File: src/rtl/alu_pkg.sv
// Shared ALU opcode and execute-FSM encodings.
// Used by the ALUOp decoder and alu_exec_seq.
package alu_pkg;

  localparam logic [3:0] OP_ADD  = 4'd0;
  localparam logic [3:0] OP_SUB  = 4'd1;
  localparam logic [3:0] OP_XOR  = 4'd2;
  localparam logic [3:0] OP_ANDN = 4'd3;
  localparam logic [3:0] OP_ROL  = 4'd4;
  localparam logic [3:0] OP_SLL  = 4'd5;
  localparam logic [3:0] OP_ROR  = 4'd6;
  localparam logic [3:0] OP_SRL  = 4'd7;
  localparam logic [3:0] OP_BTR  = 4'd8;
  localparam logic [3:0] OP_EQZ  = 4'd9;
  localparam logic [3:0] OP_SCO  = 4'd10;
  localparam logic [3:0] OP_LBI  = 4'd11;
  localparam logic [3:0] OP_SEQ  = 4'd12;
  localparam logic [3:0] OP_SLBI = 4'd13;
  localparam logic [3:0] OP_SLT  = 4'd14;
  localparam logic [3:0] OP_SLE  = 4'd15;

  // Shift modes are the low two bits of ops 4..7
  localparam logic [1:0] MODE_ROL = 2'd0;
  localparam logic [1:0] MODE_SLL = 2'd1;
  localparam logic [1:0] MODE_ROR = 2'd2;
  localparam logic [1:0] MODE_SRL = 2'd3;

  typedef enum logic [1:0] {
    ST_IDLE  = 2'd0,
    ST_SHIFT = 2'd1,
    ST_DONE  = 2'd2
  } state_e;

  function automatic logic is_shift_op(input logic [3:0] op);
    return op[3:2] == 2'b01;
  endfunction

endpackage

File: src/rtl/alu_exec_seq_shift_step.sv
// One-bit rotate/shift step.
// Fed by the result register while iterating.
module alu_shift_step
  import alu_pkg::*;
#(
  parameter int WIDTH = 16
) (
  input  logic [WIDTH-1:0] data_i,
  input  logic [1:0]       mode_i,
  output logic [WIDTH-1:0] data_o
);

  // Move the word one position; rotates wrap, shifts zero-fill
  always_comb begin
    data_o = data_i;
    unique case (mode_i)
      MODE_ROL: data_o = {data_i[WIDTH-2:0], data_i[WIDTH-1]};
      MODE_SLL: data_o = {data_i[WIDTH-2:0], 1'b0};
      MODE_ROR: data_o = {data_i[0], data_i[WIDTH-1:1]};
      MODE_SRL: data_o = {1'b0, data_i[WIDTH-1:1]};
      default:  data_o = data_i;
    endcase
  end

endmodule

File: src/rtl/alu_exec_seq.sv
// Sequential ALU execute unit with valid/ready on both sides.
// Single-cycle ops finish in one cycle, shifts iterate per bit.
module alu_exec_seq
  import alu_pkg::*;
#(
  parameter int WIDTH   = 16,
  parameter int SHAMT_W = 4
) (
  input  logic             clk,
  input  logic             rst_n,
  input  logic             flush,
  input  logic             in_valid,
  output logic             in_ready,
  input  logic [3:0]       op,
  input  logic [WIDTH-1:0] a,
  input  logic [WIDTH-1:0] b,
  output logic             out_valid,
  input  logic             out_ready,
  output logic [WIDTH-1:0] result,
  output logic             busy
);

  state_e             state_q, state_d;
  logic [WIDTH-1:0]   result_q;
  logic [SHAMT_W-1:0] count_q;
  logic [1:0]         mode_q;

  logic               accept;
  logic               shift_op;
  logic [SHAMT_W-1:0] shamt;
  logic [WIDTH:0]     sum_ext;
  logic [WIDTH-1:0]   alu_res;
  logic [WIDTH-1:0]   step_res;

  assign accept   = in_valid & in_ready;
  assign shift_op = is_shift_op(op);
  assign shamt    = b[SHAMT_W-1:0];
  assign sum_ext  = {1'b0, a} + {1'b0, b};
  assign result   = result_q;

  alu_shift_step #(
    .WIDTH(WIDTH)
  ) u_step (
    .data_i(result_q),
    .mode_i(mode_q),
    .data_o(step_res)
  );

  // Single-cycle results; shift ops load the raw operand
  always_comb begin
    alu_res = '0;
    unique case (op)
      OP_ADD:  alu_res = sum_ext[WIDTH-1:0];
      OP_SUB:  alu_res = b - a;
      OP_XOR:  alu_res = a ^ b;
      OP_ANDN: alu_res = a & ~b;
      OP_ROL,
      OP_SLL,
      OP_ROR,
      OP_SRL:  alu_res = a;
      OP_BTR: begin
        for (int i = 0; i < WIDTH; i++)
          alu_res[i] = a[WIDTH-1-i];
      end
      OP_EQZ:  alu_res[0] = (a == '0);
      OP_SCO:  alu_res[0] = sum_ext[WIDTH];
      OP_LBI:  alu_res = b;
      OP_SEQ:  alu_res[0] = (a == b);
      OP_SLBI: alu_res = (a << 8) | {{(WIDTH-8){1'b0}}, b[7:0]};
      OP_SLT:  alu_res[0] = ($signed(a) < $signed(b));
      OP_SLE:  alu_res[0] = ($signed(a) <= $signed(b));
    endcase
  end

  // State register
  always_ff @(posedge clk or negedge rst_n) begin
    if (!rst_n) state_q <= ST_IDLE;
    else        state_q <= state_d;
  end

  // Next state; flush beats accept
  always_comb begin
    state_d = state_q;
    if (flush) begin
      state_d = ST_IDLE;
    end else begin
      unique case (state_q)
        ST_IDLE: begin
          if (accept)
            state_d = (shift_op && shamt != '0) ? ST_SHIFT : ST_DONE;
        end
        ST_SHIFT: begin
          if (count_q == SHAMT_W'(1)) state_d = ST_DONE;
        end
        ST_DONE: begin
          if (out_ready) state_d = ST_IDLE;
        end
        default: state_d = ST_IDLE;
      endcase
    end
  end

  // Handshake and status outputs decoded from state
  always_comb begin
    in_ready  = 1'b0;
    out_valid = 1'b0;
    busy      = 1'b0;
    unique case (1'b1)
      state_q == ST_IDLE:  in_ready  = rst_n;
      state_q == ST_SHIFT: busy      = 1'b1;
      state_q == ST_DONE:  out_valid = 1'b1;
      default: ;
    endcase
  end

  // Datapath: load at accept, step while shifting, hold otherwise
  always_ff @(posedge clk or negedge rst_n) begin
    if (!rst_n) begin
      result_q <= '0;
      count_q  <= '0;
      mode_q   <= MODE_ROL;
    end else if (!flush) begin
      if (state_q == ST_IDLE && accept) begin
        result_q <= alu_res;
        mode_q   <= op[1:0];
        if (shift_op) count_q <= shamt;
      end else if (state_q == ST_SHIFT) begin
        result_q <= step_res;
        count_q  <= count_q - SHAMT_W'(1);
      end
    end
  end

endmodule

File: config.mk
export PLATFORM = sky130hd
export DESIGN_NAME = alu_exec_seq
export DESIGN_NICKNAME = d
export VERILOG_FILES = /design/src/rtl/alu_pkg.sv /design/src/rtl/alu_exec_seq_shift_step.sv /design/src/rtl/alu_exec_seq.sv
export SDC_FILE = /design/constraint.sdc
export NUM_CORES = 1
export LEC_CHECK = 0
export CAP_MARGIN = 25
export CELL_PAD_IN_SITES_DETAIL_PLACEMENT = 1
export CELL_PAD_IN_SITES_GLOBAL_PLACEMENT = 2
export CORE_MARGIN = 2
export CORE_UTILIZATION = 30
export DETAILED_ROUTE_END_ITERATION = 16
export MAX_ROUTING_LAYER = met4
export PLACE_DENSITY = 0.82
export SLEW_MARGIN = 20
export SYNTH_ARGS = -nofsm -noshare
export SYNTH_HDL_FRONTEND = slang
export SYNTH_SLANG_ARGS = --single-unit
File: constraint.sdc
create_clock -name clk -period 2.7 [get_ports clk]
set_clock_uncertainty 0.15 [all_clocks]
set_input_delay 0.54 -clock clk [delete_from_list [all_inputs] [get_ports clk]]
set_output_delay 0.54 -clock clk [all_outputs]
set_load 0.005 [all_outputs]
# Word-level counts from Yosys, hierarchy flattened
# Cells that the tools add are included.
# totals
out_inout_bits	19
elab_cells	72
romBits	0
latch_bits	0
input_bits	41
mem_bits_rw	0
ff_bits	24
mem_count	0
# classes
n_reduce_logical	13
shift	0
multipliers	0
bitwise_logic	6
mux	17
div_mod_pow	0
n_addsub	3
order_cmp	2
eq_ne	27
# op_table
cell	count
$pmux W15 S8	1
$pmux W16 S4	1
$eq A4 B4 Y1 const B	8
$mux W16	2
$add A16 B16 Y17	1
$and A16 B16 Y16	1
$eq A16 B16 Y1	1
$eq A4 B3 Y1 const B	4
$le A16 B16 Y1	1
$logic_not A16 Y1	1
$lt A16 B16 Y1	1
$not A16 Y16	1
$or A16 B8 Y16	1
$sub A16 B16 Y16	1
$xor A16 B16 Y16	1
$pmux W1 S13	1
$mux W4	3
$mux W2	5
$ne A3 B3 Y1 const B	3
$eq A4 B1 Y1 const B	2
$eq A4 B2 Y1 const B	2
$eq A2 B1 Y1 const B	3
$eq A2 B2 Y1 const B	3
$pmux W2 S3	1
other kinds (13)	19

# Logic depth before layout (Yosys ltp)
# Gate-level depths: netlist of run 1.
# logic_depth
depth_word	6
ltp_mapped	11
ltp_nobuf	11

# Hierarchy
# From an unflattened synthesis of run 1, not the netlist that was laid out.
# hier_totals
hier_cells	602
hier_area_um2	4426.7
# modules_own_cells
mod	instances	area_per_inst_um2	seq_area_each_um2	cells_each
alu_exec_seq	1	4187.8	600.6	581
alu_shift_step	1	239.0	0.0	21

# Least setup slack after synthesis of run 1
# OpenSTA, ideal clock, no wires.
# synth_path
path_kind	input to register
from	in b[0]
to	reg result_q[6], in the netlist result[6]
path_slack_ns	-0.030
path_buffers	0
setup_ns	0.126
required_time_ns	2.424
arrival_ns	2.455
cell_stages	10
path_cell_list	inv_1 ha_1 inv_1 fa_1 a21oi_1 nor2_1 or4_1 a32oi_1 o2111ai_1 a221o_1
# synth_between
elab_chain_len	3
elab_cells_between_ends	4
classes_between	2 x add/sub; 2 x mux
# synth_lines
element	line	rtl
from (decl)	alu_exec_seq.sv:16	input logic [WIDTH-1:0] b,
$sub A16 B16 Y16 or $add A16 B16 Y17 (tied branches)	alu_exec_seq.sv:54, alu_exec_seq.sv:38	
$pmux W15 S8 *	alu_exec_seq.sv:52	unique case (op)
$mux W16 *	alu_exec_seq.sv:123	if (state_q == ST_IDLE && accept) begin
to (signal assigned)	alu_exec_seq.sv:124	result_q <= alu_res;
to (signal assigned)	alu_exec_seq.sv:128	result_q <= step_res;
to (decl)	alu_exec_seq.sv:24	logic [WIDTH-1:0] result_q;
# Every way passes the cells marked *; elsewhere a longest branch is shown, timed or not.
# A chain may end at the register's enable or synchronous reset.

# Worst setup path in the final report of run 1
# layout_path
from	in b[0]
to	reg result_q[8], in the netlist result[8]
# Same word-level chain as after synthesis.

==> summary.md, run 1 <==
| Metric | Value |
|---|---|
| Clock root buffer | `clkbuf_16` |
| Grt ovf | `0` |
| Via density | `between 5 and 6` |
| Average size of a mapped cell | `7.42 µm²` |
| 1st-iter DRT viols | `290` |
| Area of the multi-input gates | `0.00413 mm²` |
| Reg clk slew, reported paths | `0.07 ns` |
| Clk pwr share | `14.5%` |
| Fill cell count | `between 1.5k and 2k` |
| P per Cell Area | `between 300 and 400 mW/mm²` |
| GRT Overall Usage | `29.6%` |
| Detail Route Antenna Nets | `0` |
| WP data required | `2.76 ns` |
| CP Class | `in2reg` |
| Via Count | `between 5k and 6k` |
| CP max FO | `3` |
| Worst slew margin | `62.3%` |
| Post-synth net total | `679` |
| Number of iterations in the first detailed-routing pass | `5` |
| Fin. max-slew vios | `0` |
| Psw | `1.25 mW` |
| Final worst slack | `-0.118 ns` |
| Pwr Total | `3.05 mW` |
| Logic pwr share | `63.4%` |
| Status | `complete, but fails checks` |
| Drt drc | `0` |
| Fin. Hold Viols | `0` |
| Vias in the first global route | `6,367` |
| Die Width | `124 µm` |
| Critical path startpoint category | `input pin` |
| R2R Setup Slk | `0.50 ns` |
| Worst skew pair latency | `0.27 ns` |
| Dpl ws | `-0.953 ns` |
| Clock buffer depth | `2` |
| DPL Wire Length | `~18 mm` |
| Failing checks | `setup timing` |
| Reg area | `between 600 and 700 µm²` |
| Leakage power | `3.41 nW` |
| Most common cell after layout, fill and taps aside | `buf_4` |
| Final WL | `23.3 mm` |
| Largest net degree at the start of global routing | `20` |
| Final #Nets | `939` |
| Sequential power share | `between 20% and 30%` |
| Die area | `between 0.015 and 0.02 mm²` |
| Synthesis-stage register bit count | `24` |
| Yosys warns | `0` |
| DIE HEIGHT | `between 100 and 150 µm` |
| Worst Path Arrival | `~2.9 ns` |
| Post-synthesis cell count | `586` |
| Max_cap viols | `0` |
| Worst-Margin Slew | `0.564 ns` |
| CTS tree | `done` |
| Initial antenna violation count | `0` |
| Endpoints failing setup | `7` |
| Placed cell areas | `0.00661 mm²` |
| Ys flop type | `dfrtp_1` |
| Most frequent cells in the layout | `buf_4 (224), nor2_1 (41), nand2_1 (39)` |
| Final period util | `104%` |
| Ant diodes | `0` |
| Critical Path Sink Type | `flop` |
| Worst hold path type | `reg2reg` |
| Distinct cells, synth | `78` |
| Unrepaired setup endpoints after global routing | `true` |
| Syn Std Cell Area | `0.00435 mm²` |
| Clk sinks | `24` |
| Final Critical Period | `2.82 ns` |
| Site Rows | `43` |
| I/O pin count | `60` |
| Internal power | `1.80 mW` |
| Routed wire per std cell | `roughly 23 µm` |
| Routability Congestion | `0.960` |
| Layout cell share with drive strength beyond 1 | `approximately 45%` |
| F_max | `355 MHz` |
| Seq/Total Area, Yosys | `13.8%` |
| Async S/R FF share, synth | `100%` |
| EDFF count, synth | `0` |
| Initial Util | `31.1%` |
| Syn-to-layout area delta | `76.7%` |
| Final core utilization | `54.9%` |
| Core ar. | `approximately 0.014 mm²` |
| Sw frac | `41.0%` |
| First-pass GRT wire length | `35.6 mm` |
| # port buffers | `59` |
| TritonCTS Buffers | `3` |
| Setup TNS | `-0.404 ns` |
| Peak VDD IR | `255 µV` |
| Post-route cell area | `~0.0077 mm²` |
| H-Tree Depth | `1` |
-- critical path, cell delays in order --
cell and delay, ns:
buf_8 0.10, clkinv_4 0.04, ha_4 0.13, inv_2 0.04
fa_2 0.37, a21oi_4 0.20, nor2_4 0.07, buf_4 0.14
buf_6 0.11, nor4b_4 0.26, buf_4 0.16, nor3_1 0.04
a22oi_1 0.25, mux2_4 0.36, nand2_2 0.06
-- sequential cells by signal, indices dropped and copies added, names as in the netlist --
register	count
state_q	2
mode_q	2
result	16
count_q	4
-- final cells by class --
class	instances	area share (%)
clock inverters	1	0.391
well taps	180	2.93
clock buffers	3	0.978
repair buffers	295	31.7
multi-input cells	474	53.7
inverters	48	2.48
flip-flops and latches	24	7.82
-- logic make-up (layout without fill, tap and decap cells) --
| logic type | count (synthesis) | in the layout | share of synthesized area, % |
|---|---|---|---|
| mux | 23 | 23 | 5.50 |
| xor+xnor | 8 | 8 | 1.61 |
| flops | 24 | 24 | 13.8 |
| simple gates | 190 | 190 | 22.5 |
| fa+ha+maj | 52 | 52 | 15.3 |
| compound gates | 201 | 201 | 32.3 |
| buf+inv | 88 | 347 | 8.87 |
-- stage by stage --
| stage | hold slack (ns) | instances |
|---|---|---|
| after global routing | 0.439 | 1025 |
| after CTS | 0.404 | 1012 |
| after global placement | 0.368 | 1001 |
| after floorplan | 0.0944 | 586 |
| final | 0.408 | 1025 |
| after detailed placement | 0.383 | 1001 |
-- synthesized netlist by cell type, types with 7 or more instances --
master,count,area (µm²)
a211oi_1,10,75.1
a21oi_1,44,220
a222oi_1,7,70.1
a31oi_1,8,50.1
buf_2,18,90.1
clkbuf_1,14,52.6
dfrtp_1,24,601
ha_1,50,626
inv_1,45,169
mux2_2,7,78.8
mux2i_1,16,160
nand2_1,42,158
nand3_1,12,60.1
nor2_1,44,165
nor2b_1,10,62.6
nor3_1,24,120
nor4_1,11,68.8
o211ai_1,8,60.1
o21ai_0,25,125
o21ai_1,12,60.1
o221ai_1,8,70.1
o31ai_1,10,75.1
-- power by group through the flow --
stage	Combinational [mW]	Clock, mW	Sequential, mW
after detailed placement	1.64	0	0.674
after CTS	1.80	0.445	0.669
final	1.93	0.443	0.672
after global routing	2.07	0.457	0.697
after global placement	1.59	0	0.655
after floorplan	0.777	0	0.624
-- layer usage --
layer | global-route usage, % | share of wire, % | routed length [µm] | vias up
met3 | 3.78 | 4.2 | 983 | 49
met5 | - | 0 | 0 | -
met1 | 34.2 | 41 | 9450 | 2978
met2 | 52.9 | 52 | 12000 | 169
met4 | 9.91 | 3.5 | 815 | 0
li1 | - | - | - | 2720
-- final timing paths --
path	startpoint	endpoint	depth (start not counted)
setup / recovery	b[0]	result[8]	15
hold / removal	mode_q[0]	mode_q[0]	1
setup reg to reg	state_q[0]	result[13]	6
hold reg to reg	mode_q[0]	mode_q[0]	1
max in group asynchronous	rst_n	result[7]	3
min in group asynchronous	rst_n	state_q[0]	2
-- timing repair --
action,CTS,global route
endpoints found under the setup margin,15,15
setup buffers,10,13
hold buffers,0,0
pin swaps,40,39
gates resized for setup,153,74
(Power assumes the default switching activity.)
==> run 2: changes to the inputs <==
--- a/config.mk
+++ b/config.mk
@@ -13,7 +13,7 @@
 export DETAILED_ROUTE_END_ITERATION = 16
 export MAX_ROUTING_LAYER = met4
 export PLACE_DENSITY = 0.82
-export SLEW_MARGIN = 20
+export SLEW_MARGIN = 10
 export SYNTH_ARGS = -nofsm -noshare
 export SYNTH_HDL_FRONTEND = slang
 export SYNTH_SLANG_ARGS = --single-unit
==> results of run 2 <==
The final DEF is identical to that of run 1; final timing and power are the same.
